<file path="config.mk">
export PLATFORM = sky130hd
export DESIGN_NAME = sum_scatter
export DESIGN_NICKNAME = d
export VERILOG_FILES = /design/src/rtl/sum_scatter_pkg.sv /design/src/rtl/sum_scatter_next_node_sel.sv /design/src/rtl/sum_scatter.sv
export SDC_FILE = /design/constraint.sdc
export NUM_CORES = 1
export LEC_CHECK = 0
export BUFFER_PORTS_ARGS = -buffer_cell sky130_fd_sc_hd__clkbuf_2
export CAP_MARGIN = 30
export CORE_MARGIN = 3
export CORE_UTILIZATION = 45
export DETAILED_ROUTE_END_ITERATION = 7
export PLACE_DENSITY = 0.8
export SYNTH_ARGS = -nofsm -noshare
export SYNTH_HDL_FRONTEND = slang
export SYNTH_HIERARCHICAL = 1
export SYNTH_SLANG_ARGS = --single-unit
</file>
<file path="constraint.sdc">
create_clock -name clk -period 3.5 [get_ports clk]
set_input_delay 0.175 -clock clk [delete_from_list [all_inputs] [get_ports clk]]
set_output_delay 0.175 -clock clk [all_outputs]
set_load 0.03 [all_outputs]
</file>
<file path="src/rtl/sum_scatter_pkg.sv">
// rtl/sum_scatter_pkg.sv - shared types and defaults for the sum scatter block
//
// Purpose: FSM state encoding, default widths and flit field offsets used by
// sum_scatter and its helper.
// Ports: none (package).
// Optional feature macro: SCATTER_MASK_EN (consumed by sum_scatter).

package sum_scatter_pkg;

  typedef enum logic {
    IDLE = 1'b0,
    SEND = 1'b1
  } state_t;

  localparam int DEF_NUM_NODES = 16;
  localparam int DEF_ID_W      = 4;
  localparam int DEF_SUM_W     = 28;

  // Flit layout for the default widths: payload in the LSBs, dest id above it.
  localparam int PAYLOAD_LSB = 0;
  localparam int ID_LSB      = DEF_SUM_W;

endpackage

</file>
<file path="src/rtl/sum_scatter_next_node_sel.sv">
// rtl/sum_scatter_next_node_sel.sv - next set mask bit finder for masked scatter
//
// Purpose: combinational priority finder. Given the captured node mask and the
// current destination id, returns the next higher id whose mask bit is set.
// Ports:
//   mask    in  NUM_NODES  captured node mask
//   cur_id  in  ID_W       id of the flit currently offered
//   next_id out ID_W       next higher set index (cur_id when none)
//   last    out 1          no set bit above cur_id, so cur_id is the final flit
// Used only when SCATTER_MASK_EN is defined.

module next_node_sel
  import sum_scatter_pkg::*;
#(
  parameter int NUM_NODES = DEF_NUM_NODES,
  parameter int ID_W      = DEF_ID_W
) (
  input  logic [NUM_NODES-1:0] mask,
  input  logic [ID_W-1:0]      cur_id,
  output logic [ID_W-1:0]      next_id,
  output logic                 last
);

  // Scanning downward lets the lowest qualifying index overwrite the others.
  always_comb begin
    next_id = cur_id;
    last    = 1'b1;
    for (int i = NUM_NODES - 1; i >= 0; i--) begin
      if (mask[i] && (i > int'(cur_id))) begin
        next_id = ID_W'(i);
        last    = 1'b0;
      end
    end
  end

endmodule

</file>
<file path="src/rtl/sum_scatter.sv">
// rtl/sum_scatter.sv - distributes one aggregated sum as one flit per destination node
//
// Purpose: accepts a sum over a valid/ready handshake and serially emits
// NUM_NODES flits {dest_id, sum} toward the router injection port.
// Ports:
//   clk        in   1            system clock, rising edge
//   rst        in   1            synchronous active-high reset
//   in_valid   in   1            sum available
//   in_ready   out  1            block can accept a sum (IDLE decode)
//   in_sum     in   SUM_W        sum to distribute
//   node_mask  in   NUM_NODES    destination mask (SCATTER_MASK_EN only)
//   out_valid  out  1            flit valid (registered)
//   out_ready  in   1            router accepts the flit
//   out_flit   out  ID_W+SUM_W   {dest_id, payload} (registered)
//   done       out  1            pulse after the last flit of a sum is taken
// Optional feature macro: SCATTER_MASK_EN.

module sum_scatter
  import sum_scatter_pkg::*;
#(
  parameter int NUM_NODES = DEF_NUM_NODES,
  parameter int ID_W      = DEF_ID_W,
  parameter int SUM_W     = DEF_SUM_W
) (
  input  logic                 clk,
  input  logic                 rst,
  input  logic                 in_valid,
  output logic                 in_ready,
  input  logic [SUM_W-1:0]     in_sum,
`ifdef SCATTER_MASK_EN
  input  logic [NUM_NODES-1:0] node_mask,
`endif
  output logic                 out_valid,
  input  logic                 out_ready,
  output logic [ID_W+SUM_W-1:0] out_flit,
  output logic                 done
);

  state_t               state_q, state_d;
  logic [ID_W-1:0]      cnt_q, cnt_d;
  logic [SUM_W-1:0]     sum_q, sum_d;
  logic                 out_valid_d;
  logic [ID_W+SUM_W-1:0] out_flit_d;
  logic                 done_d;

  logic                 accept;
  logic                 last_flit;
  logic [ID_W-1:0]      next_id;
  logic [ID_W-1:0]      first_id;
  logic                 any_set;

  assign accept = in_valid && (state_q == IDLE);

`ifdef SCATTER_MASK_EN
  logic [NUM_NODES-1:0] mask_q, mask_d;

  // Lowest set bit of the incoming mask is the first destination.
  always_comb begin
    first_id = '0;
    any_set  = 1'b0;
    for (int i = NUM_NODES - 1; i >= 0; i--) begin
      if (node_mask[i]) begin
        first_id = ID_W'(i);
        any_set  = 1'b1;
      end
    end
  end

  next_node_sel #(
    .NUM_NODES (NUM_NODES),
    .ID_W      (ID_W)
  ) u_next_node_sel (
    .mask    (mask_q),
    .cur_id  (cnt_q),
    .next_id (next_id),
    .last    (last_flit)
  );
`else
  localparam logic [ID_W-1:0] LAST_ID = ID_W'(NUM_NODES - 1);

  assign first_id  = '0;
  assign any_set   = 1'b1;
  assign next_id   = cnt_q + ID_W'(1);
  assign last_flit = (cnt_q == LAST_ID);
`endif

  // State and datapath registers.
  always_ff @(posedge clk) begin
    if (rst) begin
      state_q   <= IDLE;
      cnt_q     <= '0;
      sum_q     <= '0;
      out_valid <= 1'b0;
      out_flit  <= '0;
      done      <= 1'b0;
`ifdef SCATTER_MASK_EN
      mask_q    <= '0;
`endif
    end else begin
      state_q   <= state_d;
      cnt_q     <= cnt_d;
      sum_q     <= sum_d;
      out_valid <= out_valid_d;
      out_flit  <= out_flit_d;
      done      <= done_d;
`ifdef SCATTER_MASK_EN
      mask_q    <= mask_d;
`endif
    end
  end

  // Next-state logic.
  always_comb begin
    state_d = state_q;
    case (state_q)
      IDLE: if (accept && any_set) state_d = SEND;
      SEND: if (out_ready && last_flit) state_d = IDLE;
    endcase
  end

  // Output decode plus next values of the registered outputs, so that
  // out_valid/out_flit/done never depend combinationally on out_ready.
  always_comb begin
    in_ready    = (state_q == IDLE);
    cnt_d       = cnt_q;
    sum_d       = sum_q;
    out_valid_d = out_valid;
    out_flit_d  = out_flit;
    done_d      = 1'b0;
`ifdef SCATTER_MASK_EN
    mask_d      = mask_q;
`endif
    case (state_q)
      IDLE: begin
        if (accept) begin
          sum_d = in_sum;
          cnt_d = first_id;
`ifdef SCATTER_MASK_EN
          mask_d = node_mask;
`endif
          if (any_set) begin
            out_valid_d = 1'b1;
            out_flit_d  = {first_id, in_sum};
          end else begin
            // Empty mask: nothing to send, report completion straight away.
            done_d = 1'b1;
          end
        end
      end
      SEND: begin
        if (out_ready) begin
          if (last_flit) begin
            out_valid_d = 1'b0;
            out_flit_d  = '0;
            done_d      = 1'b1;
          end else begin
            cnt_d      = next_id;
            out_flit_d = {next_id, sum_q};
          end
        end
      end
    endcase
  end

endmodule
</file>
* Yosys cells after proc, flatten, opt, wreduce, memory -nomap -nowiden *
Index checks and enable logic that the tools add are counted.

storage, ports and cells
  input port bits = 32
  register bits = 67
  output and inout bits = 35

operators by class
  add/subtract/negate cells = 1
  reductions and logical operators = 6
  mux-type cells = 18
  equal/unequal tests = 5
  bitwise logic cells = 1

operators with widths
  operator                                                count
  two-way mux 32 bit                                      3
  case mux 32 bit (2 select lines)                        1
  two-way mux 4 bit                                       3
  case mux 4 bit (2 select lines)                         1
  two-way mux 1 bit                                       7
  case mux 1 bit (2 select lines)                         3
  AND reduction 3 bit                                     2
  adder 4 x 1 -> 4 bit (second input constant)            1
  == test 4 bit (second input constant)                   1
  inequality test 2 x 1 -> 1 bit (second input constant)  2
  inequality test 2 bit (second input constant)           2
  AND reduction 2 bit                                     2
  logical AND 1 bit                                       2
  NOT 1 bit                                               1

* Depth between registers and ports, before layout *
Gate-level depths: netlist of the first run.

  word-level depth = 4
  gate-level depth with buffers = 5
  depth with buffers taken out = 4

* Least setup slack after synthesis of the first run *
OpenSTA, ideal clock, no wires.

  kind = flip-flop to flip-flop
  from = register cnt_q[0]
  to = register out_flit[11]
  data arrival time = 1217 ps
  slack = 2209 ps
  library setup time = 74 ps
  required time = 3426 ps
  cell stages (with the launch flop) = 6
  cells stage by stage = dfxtp_1 ha_1 nand3_1 clkbuf_1 nand3_1 a31oi_1

between the ends
  word-level cells in the longest chain between the ends = 4

RTL lines
  item                              line                text
  start, declared                   sum_scatter.sv:40   logic [ID_W-1:0] cnt_q, cnt_d;
  start signal, assigned            sum_scatter.sv:101  cnt_q <= cnt_d;
  == test 4 bit                     sum_scatter.sv:84   assign last_flit = (cnt_q == LAST_ID);
  two-way mux 32 bit                sum_scatter.sv:152  if (last_flit) begin
  two-way mux 32 bit                sum_scatter.sv:151  if (out_ready) begin
  case mux 32 bit (2 select lines)  sum_scatter.sv:133  case (state_q)
  end signal, assigned              sum_scatter.sv:104  out_flit <= out_flit_d;
  end, declared                     sum_scatter.sv:35   output logic [ID_W+SUM_W-1:0] out_flit,

Every way passes these cells. The select of a mux whose other input is x is not followed.
A chain may end at the register's enable or synchronous reset.

* Worst setup path after layout of the first run *
  from = register state_q
  to = register out_flit[0]

between the ends
  word-level cells in the longest chain between the ends = 4
  elaborated cells on any way between the ends = 6
  classes of those cells = eq/ne (2); mux (1); bitwise (1); reduce/logical (2)

RTL lines
  item                                             line                text
  start, declared                                  sum_scatter.sv:39   state_t state_q, state_d;
  start signal, assigned                           sum_scatter.sv:100  state_q <= state_d;
  NOT 1 bit (no source line)                       --
  logical AND 1 bit                                sum_scatter.sv:52   assign accept = in_valid && (state_q == IDLE);
  inequality test 2 x 1 -> 1 bit (no source line)  --
  AND reduction 2 bit (no source line)             --

Parallel ways exist; a longest one is shown, timed or not.

==> impl_results.md, run 1 <==
- Critical path type: reg -> reg
- CTS-repair resized insts: 0
- Post-Synthesis Cells: 306
- Fmax: approximately 500 MHz
- Tot Pwr: between 1.5 and 2 mW
- Die Span X: 81.30 um
- Top cells by area, synth: dfxtp_1 (53%), nand2_1 (12%), a21oi_1 (6.7%)
- CTS buffer count: 9
- Finish-stage setup viols: 0
- Setup Skew: 0.01008 ns
- Period utilisation layout: 57.66%
- Core area: 5303 um^2
- FILL cells: about 490
- Crit-path leading delay family: flip-flops
- Synth Flop Type: dfxtp_1
- Peak supply drop: 0.2736 mV
- WL met1: roughly 2.5 mm
- Finished Layout Cells: about 440
- CP Launch Type: flop
- Area occupied by multi-input gates: 1065 um^2
- Post-synth EDFFs: 0
- Initial antenna violation count: 0
- Fin. Hold Viols: 0
- Slew @ Worst Pin: 0.8920 ns
- Dpl hpwl: 3.894 mm
- Initial Util: 48.11%
- DRC Markers: 0
- Met2 WL post-DR: 2.769 mm
- Setup slack at placement: 1.455 ns
- Final Max Slew Viols: 0
- Setup TNS: 0 ns
- Row Count: 26
- Final core utilization: between 50% and 60%
- CP max stage delay: 0.65 ns
- WP buf/inv: 1
- Leakage power: approximately 1.3 nW
- PwrDens: roughly 550 nW/um^2
- DR WL met3: 250 um
- Vias/cell: 5.235
- Placer Congestion: between 0.7 and 0.8
- Post-CTS Setup Bufs: 0
- Max cap viols: 0
- Worst EP required: 3.75 ns
- CP max FO: 22
- Synth Area per Inst: 8.337 um^2
- Outcome: completed
- # diodes: 0
- Clock Pin Slew Worst Setup and Hold Paths: roughly 0.070 ns
- RSZ-0062 raised after global routing: no
- Area delta synth->final: 22.51%
- Hold Path Class: in -> reg
- Yosys reg bits: 67
- Netlist Area Pre-Place: 2551 um^2
- Sequential share of the synthesized area: 52.57%
- Setup WS post-layout: approximately 1.5 ns
- Top cell type's share of synthesized area: 52.57%
- Grt total ovfl: 0
- Clk buf depth: 2
- CTS Sinks: 67
- First-pass GRT wire length: 9.556 mm
- Pin count of the biggest net entering global routing: 41
- Die area: 6609 um^2
- Placed Instances: 422
- Via count: 2293
- IO Count: 67
- Hold-fix buffers, CTS: 0
- Final WL: 5.752 mm
- Min Clock Period, post-route: slightly above 2 ns
- H-Tree Depth: 3
- Layout Nets: 396
- Routed len/inst: 13.13 um
- Vias in the first global route: 2147
- DIE HEIGHT: a little over 80 um
- Clock tree root buffer cell: clkbuf_8
- Async SR Flop Fraction: 0%
- DRT antenna net count: 0
- DP Area: between 2000 and 3000 um^2
- Syn nets: 339
- Worst hold margin: 0.07313 ns
- Yosys cell types: 27
- Starting DRT DRC Count: 152
- Ys Warns: 6
- Tot GR Track Use: 18.84%
- Largest area contributor in the netlist: dfxtp_1
- Slew HR: 40.53%
- CTS tree: yes
- Slowest-stage cell, CP: dfxtp_1
- Register area: approximately 1300 um^2
- CP Capture Type: flop
- CP cell instances: nand2b_1 -> buf_4 -> o21ai_1 -> a221oi_1
- Finished Cell Area: around 3100 um^2
- Share of layout cells above drive strength 1: 25.27%
- Worst path arrival time: ~2.3 ns
- Port Buffers: 66
- Insertion delay to the later sink of the worst-skew pair: 0.34 ns
- Top Metal Used: met4
- TritonRoute pass-1 iters: 4
==> cell usage after synthesis, types with 5 or more instances <==
master    number
nand2_1       82
dfxtp_1       67
a21oi_1       34
nand3_1       32
a31oi_1       23
buf_2         11
clkbuf_1       9
inv_1          8
o21ai_1        6
a221oi_2       5
buf_4          5
==> registers in the layout, indices dropped and copies added (netlist names) <==
name,count
out_valid,1
out_flit,32
done,1
sum_q,28
cnt_q,4
state_q,1
==> area by class of cell <==
type                       count  area share (%)
sequential                    67           42.91
multi-input combinational    206           34.07
timing repair buffer          71           12.41
clock buffer                  13           5.404
tap                           70           2.802
clock inverter                 3           1.441
inverter                       8          0.9608
==> logic make-up after synthesis <==
kind of cell             count (synthesis)  synth area share (%)
buffers and inverters                   33                 6.130
XOR/XNOR                                 1                0.3434
AND/OR/NAND/NOR                        129                 21.73
multiplexers                             1                0.5394
flip-flops                              67                 52.57
adder cells (fa/ha/maj)                  1                0.4904
AO/OA/AOI/OAI                           74                 18.19
==> worst paths after layout <==
kind | cells past startpoint | end | slack (ns) | start
setup reg to reg | 4 | out_flit[0] | 1.48 | state_q
hold / removal | 3 | sum_q[0] | 0.07 | in_sum[0]
setup / recovery | 4 | out_flit[0] | 1.48 | state_q
hold reg to reg | 2 | sum_q[0] | 0.46 | sum_q[0]
==> worst reg2reg max path: cells and delay by family, from the launching register on <==
kind,cells,cell delay (ns)
AND/OR/NAND/NOR,1,0.57
flip-flops,1,0.65
AO/OA/AOI/OAI,2,0.35
buffers and inverters,1,0.37
==> power by group <==
group | internal, mW | switching (mW) | leakage, nW | total (mW)
clock network | 0.388 | 0.278 | 0.102 | 0.666
logic | 0.0709 | 0.141 | 0.601 | 0.212
registers | 0.806 | 0.0246 | 0.550 | 0.831
total | 1.26 | 0.444 | 1.25 | 1.71
==> cells in the final DEF (no fill, tap or decap), types with 4 or more instances in the layout <==
| cell type | netlist | routed |
|---|---|---|
| nand2_1 | 82 | 82 |
| nand3_1 | 32 | 32 |
| inv_1 | 8 | 8 |
| dfxtp_1 | 67 | 67 |
| buf_4 | 5 | 4 |
| a31oi_1 | 23 | 23 |
| a21oi_1 | 34 | 34 |
| a221oi_2 | 5 | 5 |
| clkbuf_8 | 0 | 12 |
| clkbuf_2 | 0 | 66 |
| o21ai_1 | 6 | 6 |
==> per-layer routing <==
layer / global-route usage (%) / vias to the layer above
met5: 0 / -
met4: 12.16 / 0
met3: 3.769 / 17
met2: 29.40 / 64
met1: 23.57 / 1036
li1: - / 1176
(Power assumes the default switching activity.)
==> run 2, diff against run 1 <==
--- a/config.mk
+++ b/config.mk
@@ -10,7 +10,7 @@
 export CORE_MARGIN = 3
 export CORE_UTILIZATION = 45
 export DETAILED_ROUTE_END_ITERATION = 7
-export PLACE_DENSITY = 0.8
+export PLACE_DENSITY = 0.82
 export SYNTH_ARGS = -nofsm -noshare
 export SYNTH_HDL_FRONTEND = slang
 export SYNTH_HIERARCHICAL = 1
==> constraint.sdc (replaced) <==
create_clock -name clk -period 1.7 [get_ports clk]
set_input_delay 0.085 -clock clk [delete_from_list [all_inputs] [get_ports clk]]
set_output_delay 0.085 -clock clk [all_outputs]
set_load 0.03 [all_outputs]
==> impl_results.md, run 2 (synthesized netlist as in run 1, its figures left out) <==
- Die Span X: 81.30 um
- Min Clock Period, post-route: 1.480 ns
- RSZ-0062 raised after global routing: no
- Initial Util: 48.11%
- Critical path's most frequent cell: nand3_1
- Worst EP required: 1.94 ns
- Row Count: 26
- Slowest-stage cell, CP: dfxtp_1
- Commonest non-fill, non-tap cell in the layout: nand2_1
- Port Buffers: 66
- TritonRoute pass-1 iters: 4
- Leakage power: 1.408 nW
- Dpl hpwl: roughly 4 mm
- Area delta synth->final: 35.51%
- Clk buf depth: 2
- CP Capture Type: flop
- Peak supply drop: 0.6744 mV
- Core area: 5303 um^2
- Tot Pwr: 3.613 mW
- Placer Congestion: about 0.78
- Share of layout cells above drive strength 1: 25.25%
- Grt total ovfl: 0
- Layout Nets: 428
- Slew HR: ~75%
- Outcome: completed
- CP Launch Type: flop
- Commonest cells after routing, fill and taps aside: nand2_1 (82), dfxtp_1 (67), clkbuf_2 (66)
- Setup WS post-layout: around 0.22 ns
- Routed len/inst: 14.20 um
- CP cell instances: ha_1 -> nand3_1 -> buf_4 -> nand3_1 -> a221oi_1
- Clock tree root buffer cell: clkbuf_8
- Vias/cell: around 5.3
- Period utilisation layout: between 80% and 90%
- DP Area: roughly 3000 um^2
- Hold Path Class: in -> reg
- Largest regs: out_flit (32), sum_q (28), cnt_q (4)
- CTS buffer count: 9
- DRT antenna net count: 0
- Max cap viols: 0
- Final WL: 6.672 mm
- Tot GR Track Use: 21.76%
- Slew @ Worst Pin: 0.3697 ns
- Setup TNS: 0 ns
- Setup Skew: 0.007523 ns
- Die area: 6609 um^2
- Setup slack at placement: 0.2622 ns
- CP max FO: 22
- Finished Cell Area: 3457 um^2
- Clock Pin Slew Worst Setup and Hold Paths: around 0.070 ns
- Max reg flops: 32
- Starting DRT DRC Count: 160
- DRC Markers: 0
- Worst path arrival time: 1.72 ns
- PwrDens: around 1000 nW/um^2
- CP max stage delay: 0.34 ns
- CTS tree: yes
- First-pass GRT wire length: roughly 11 mm
- Top reg by flops: out_flit
- Vias in the first global route: 2278
- Via count: 2472
- Initial antenna violation count: 0
- CTS Sinks: 67
- H-Tree Depth: 3
- CTS-repair resized insts: 0
- # diodes: 0
- Critical path type: reg -> reg
- IO Count: 67
- DIE HEIGHT: 81.30 um
- Finish-stage setup viols: 0
- Pin count of the biggest net entering global routing: 68
- Fmax: 675.8 MHz
- Fin. Hold Viols: 0
- Insertion delay to the later sink of the worst-skew pair: 0.34 ns
- Final Max Slew Viols: 0
run 2: cell types whose count changed in the layout (fill, tap and decap cells not counted), sizes merged:
cell         change
dlygate4sd3     +25
buf              +7
clkinv           +2
clkbuf           -1
clkinvlp         -1
run 2: critical path: cells and delay by family, from the launching register on:
| family | cells | cell delay, ns |
|---|---|---|
| AOI/OAI and AO/OA | 1 | 0.26 |
| adders and majority gates | 1 | 0.26 |
| buffers and inverters | 1 | 0.28 |
| DFF | 1 | 0.34 |
| and+or+nand+nor | 2 | 0.24 |
run 2: worst paths after layout:
kind / from / endpoint / slack (ns) / depth (start not counted)
max: cnt_q[0] / out_flit[0] / 0.22 / 5
min: in_sum[17] / sum_q[17] / 0.02 / 3
max reg2reg: cnt_q[0] / out_flit[0] / 0.22 / 5
min reg2reg: sum_q[6] / sum_q[6] / 0.46 / 2
run 2: cell type report:
| class | count | area [um^2] |
|---|---|---|
| Clock inverter | 4 | 47.55 |
| Tap cell | 70 | 87.58 |
| Clock buffer | 12 | 165.2 |
| Multi-Input combinational cell | 206 | 1065 |
| Timing Repair Buffer | 103 | 720.7 |
| Fill cell | 429 | 1846 |
| Inverter | 8 | 30.03 |
| Sequential cell | 67 | 1341 |
run 2: stage by stage:
step / utilization [%] / cells / hold WS (ns)
floorplan: - / 306 / 0.2210
global placement: 56.47 / 429 / 0.3291
detailed placement: 56.47 / 429 / 0.3353
CTS: 65.20 / 470 / 0.005776
global route: 65.20 / 470 / 0.008765
finish: 65.20 / 470 / 0.01624
run 2: where the power goes:
part	switching [mW]	total [mW]	internal [mW]	leakage [nW]
logic	0.314	0.516	0.202	0.750
registers	0.0518	1.71	1.66	0.550
clock network	0.594	1.39	0.792	0.108
run 2: per-layer routing:
metal	share of wire (%)	track usage, %
met5	0	0
met4	1.5	6.926
met3	6.2	7.206
met2	50	36.73
met1	43	26.01
run 2: repair_timing:
item | CTS | global route
hold endpoints to repair | 37 | 0
buffers inserted | 0 | 0
endpoints found under the setup margin | 0 | 0
hold buffers | 25 | 0
==> run 3, diff against run 2 <==
--- a/config.mk
+++ b/config.mk
@@ -10,7 +10,7 @@
 export CORE_MARGIN = 3
 export CORE_UTILIZATION = 45
 export DETAILED_ROUTE_END_ITERATION = 7
-export PLACE_DENSITY = 0.82
+export PLACE_DENSITY = 0.8
 export SYNTH_ARGS = -nofsm -noshare
 export SYNTH_HDL_FRONTEND = slang
 export SYNTH_HIERARCHICAL = 1
==> constraint.sdc (replaced) <==
create_clock -name clk -period 1.4 [get_ports clk]
set_input_delay 0.07 -clock clk [delete_from_list [all_inputs] [get_ports clk]]
set_output_delay 0.07 -clock clk [all_outputs]
set_load 0.03 [all_outputs]
==> impl_results.md, run 3 (synthesized netlist as in run 1, its figures left out) <==
- CP max FO: 8
- CTS Sinks: 67
- Fin. Hold Viols: 0
- TritonRoute pass-1 iters: 4
- Switching share of power: 27.74%
- Max reg flops: 32
- CP Capture Type: flop
- Area delta synth->final: 36.54%
- WP buf/inv: 1
- Gate power share: 15.1%
- Initial Util: 48.11%
- Switching power: between 1 and 1.5 mW
- Outcome: completed
- Vias/cell: 5.198
- Final Max Slew Viols: 0
- Top reg by flops: out_flit
- Port Buffers: 66
- Slew @ Worst Pin: approximately 0.44 ns
- Clk buf depth: 2
- Finish-stage setup viols: 0
- Die Span X: 81.30 um
- Starting DRT DRC Count: 159
- Layout Nets: 439
- Die area: 6609 um^2
- Area occupied by multi-input gates: 1077 um^2
- Finished Cell Area: 3483 um^2
- PwrDens: 1191 nW/um^2
- Max cap viols: 0
- Routed len/inst: 13.62 um
- DRT antenna net count: 0
- Register area: 1343 um^2
- Register share of total power: 50.1%
- Placed Instances: 437
- Min Clock Period, post-route: 1.347 ns
- Period utilisation layout: 96.18%
- # diodes: 0
- DRC Markers: 0
- Clock Pin Slew Worst Setup and Hold Paths: 0.07 ns
- Row Count: 26
- CP cell instances: ha_4 -> nand3_1 -> buf_4 -> nor2_1 -> nor3_1
- Insertion delay to the later sink of the worst-skew pair: 0.34 ns
- Flop-to-flop setup slack: about 0.053 ns
- CP max stage delay: 0.42 ns
- Clock tree root buffer cell: clkbuf_8
- Pin count of the biggest net entering global routing: 23
- H-Tree Depth: 3
- Finished Layout Cells: 481
- Setup WS post-layout: between 0.05 and 0.06 ns
- Initial antenna violation count: 0
- Commonest non-fill, non-tap cell in the layout: nand2_1
- Share of layout cells above drive strength 1: 27.01%
- Setup Skew: 0.009909 ns
- CTS tree: yes
- Dpl hpwl: ~4.3 mm
- Cell internal pwr: 2.998 mW
- DIE HEIGHT: 81.30 um
- Clock share of power: 34.8%
- Worst path arrival time: 1.56 ns
- CTS buffer count: 9
- Core area: 5303 um^2
- First-pass GRT wire length: between 10 and 15 mm
- FILL cells: 442
- IO Count: 67
- Placer Congestion: roughly 0.82
- Setup TNS: 0 ns
- Final WL: 6.553 mm
- Via count: 2500
- DP Area: 3004 um^2
- Commonest cells after routing, fill and taps aside: nand2_1 (82), dfxtp_1 (66), clkbuf_2 (66)
- Vias in the first global route: 2387
- Grt total ovfl: 0
- Peak supply drop: approximately 0.58 mV
- Slew HR: 70.50%
- Critical path type: reg -> reg
- Leakage power: 1.422 nW
- CP Launch Type: flop
- Crit-path leading delay family: flip-flops
- Fmax: 742.7 MHz
- Hold Path Class: in -> reg
- Largest regs: out_flit (32), sum_q (28), cnt_q (4)
- Slowest-stage cell, CP: dfxtp_1
- Worst EP required: 1.61 ns
- Setup slack at placement: 0.01527 ns
- Tot GR Track Use: 21.40%
-- run 3: cell types whose count changed in the layout (fill, tap and decap cells not counted) --
cell,delta
dfxtp_2,+1
dfxtp_1,-1
buf_4,+11
ha_1,-1
clkbuf_8,-1
dlygate4sd3_1,+2
bufinv_16,-1
buf_6,+2
clkbuf_1,+1
buf_12,-4
clkinvlp_4,+1
ha_4,+1
-- run 3: stage by stage --
| stage | utilization (%) | total power, mW | hold slack (ns) |
|---|---|---|---|
| detailed placement | 56.65 | 2.682 | 0.3169 |
| global route | 65.69 | 4.329 | 0.01489 |
| CTS | 65.17 | 4.167 | 0.0005303 |
| global placement | 56.65 | 2.666 | 0.3078 |
| finish | 65.69 | 4.148 | 0.01694 |
| floorplan | - | 2.479 | 0.2060 |
-- run 3: area by class of cell --
cell class                 instances  share of cell area, %
sequential                        67                  38.54
multi-input combinational        206                  30.93
tap                               70                  2.514
timing repair buffer             114                  21.98
clock buffer                      12                  4.454
clock inverter                     4                 0.7184
inverter                           8                 0.8621
-- run 3: power groups by stage --
stage | combinational [mW] | clock (mW) | sequential, mW
final | 0.627 | 1.44 | 2.08
after global routing | 0.684 | 1.56 | 2.09
after CTS | 0.624 | 1.47 | 2.08
after detailed placement | 0.564 | 0 | 2.12
after global placement | 0.554 | 0 | 2.11
after floorplan | 0.258 | 0 | 2.22
-- run 3: path summary, 6_finish.rpt --
| path | start | to | depth (start not counted) |
|---|---|---|---|
| setup reg to reg | cnt_q[0] | out_valid | 5 |
| setup / recovery | cnt_q[0] | out_valid | 5 |
| hold / removal | in_sum[8] | sum_q[8] | 3 |
| hold reg to reg | sum_q[3] | sum_q[3] | 2 |
-- run 3: timing repair --
action / 4_1_cts / 5_1_grt
cloned: 0 / 1
setup buffers: 0 / 0
pin swaps: 0 / 0
hold buffers: 27 / 0
gates resized for setup: 1 / 6
hold endpoints to repair: 44 / 0
setup endpoints to repair: 1 / 19
-- run 3: tightest hold or removal path, delay by kind of cell --
family / cells / cell delay, ns
simple gates: 1 / 0.09
buf+inv: 1 / 0.08
compound gates: 1 / 0.07
-- run 3: metal layers --
layer	vias up	track usage (%)	routed length, um
met5	-	0	0
met4	0	10.14	133
met3	11	5.100	426
met2	78	35.59	3303
met1	1153	25.90	2690
li1	1258	-	-
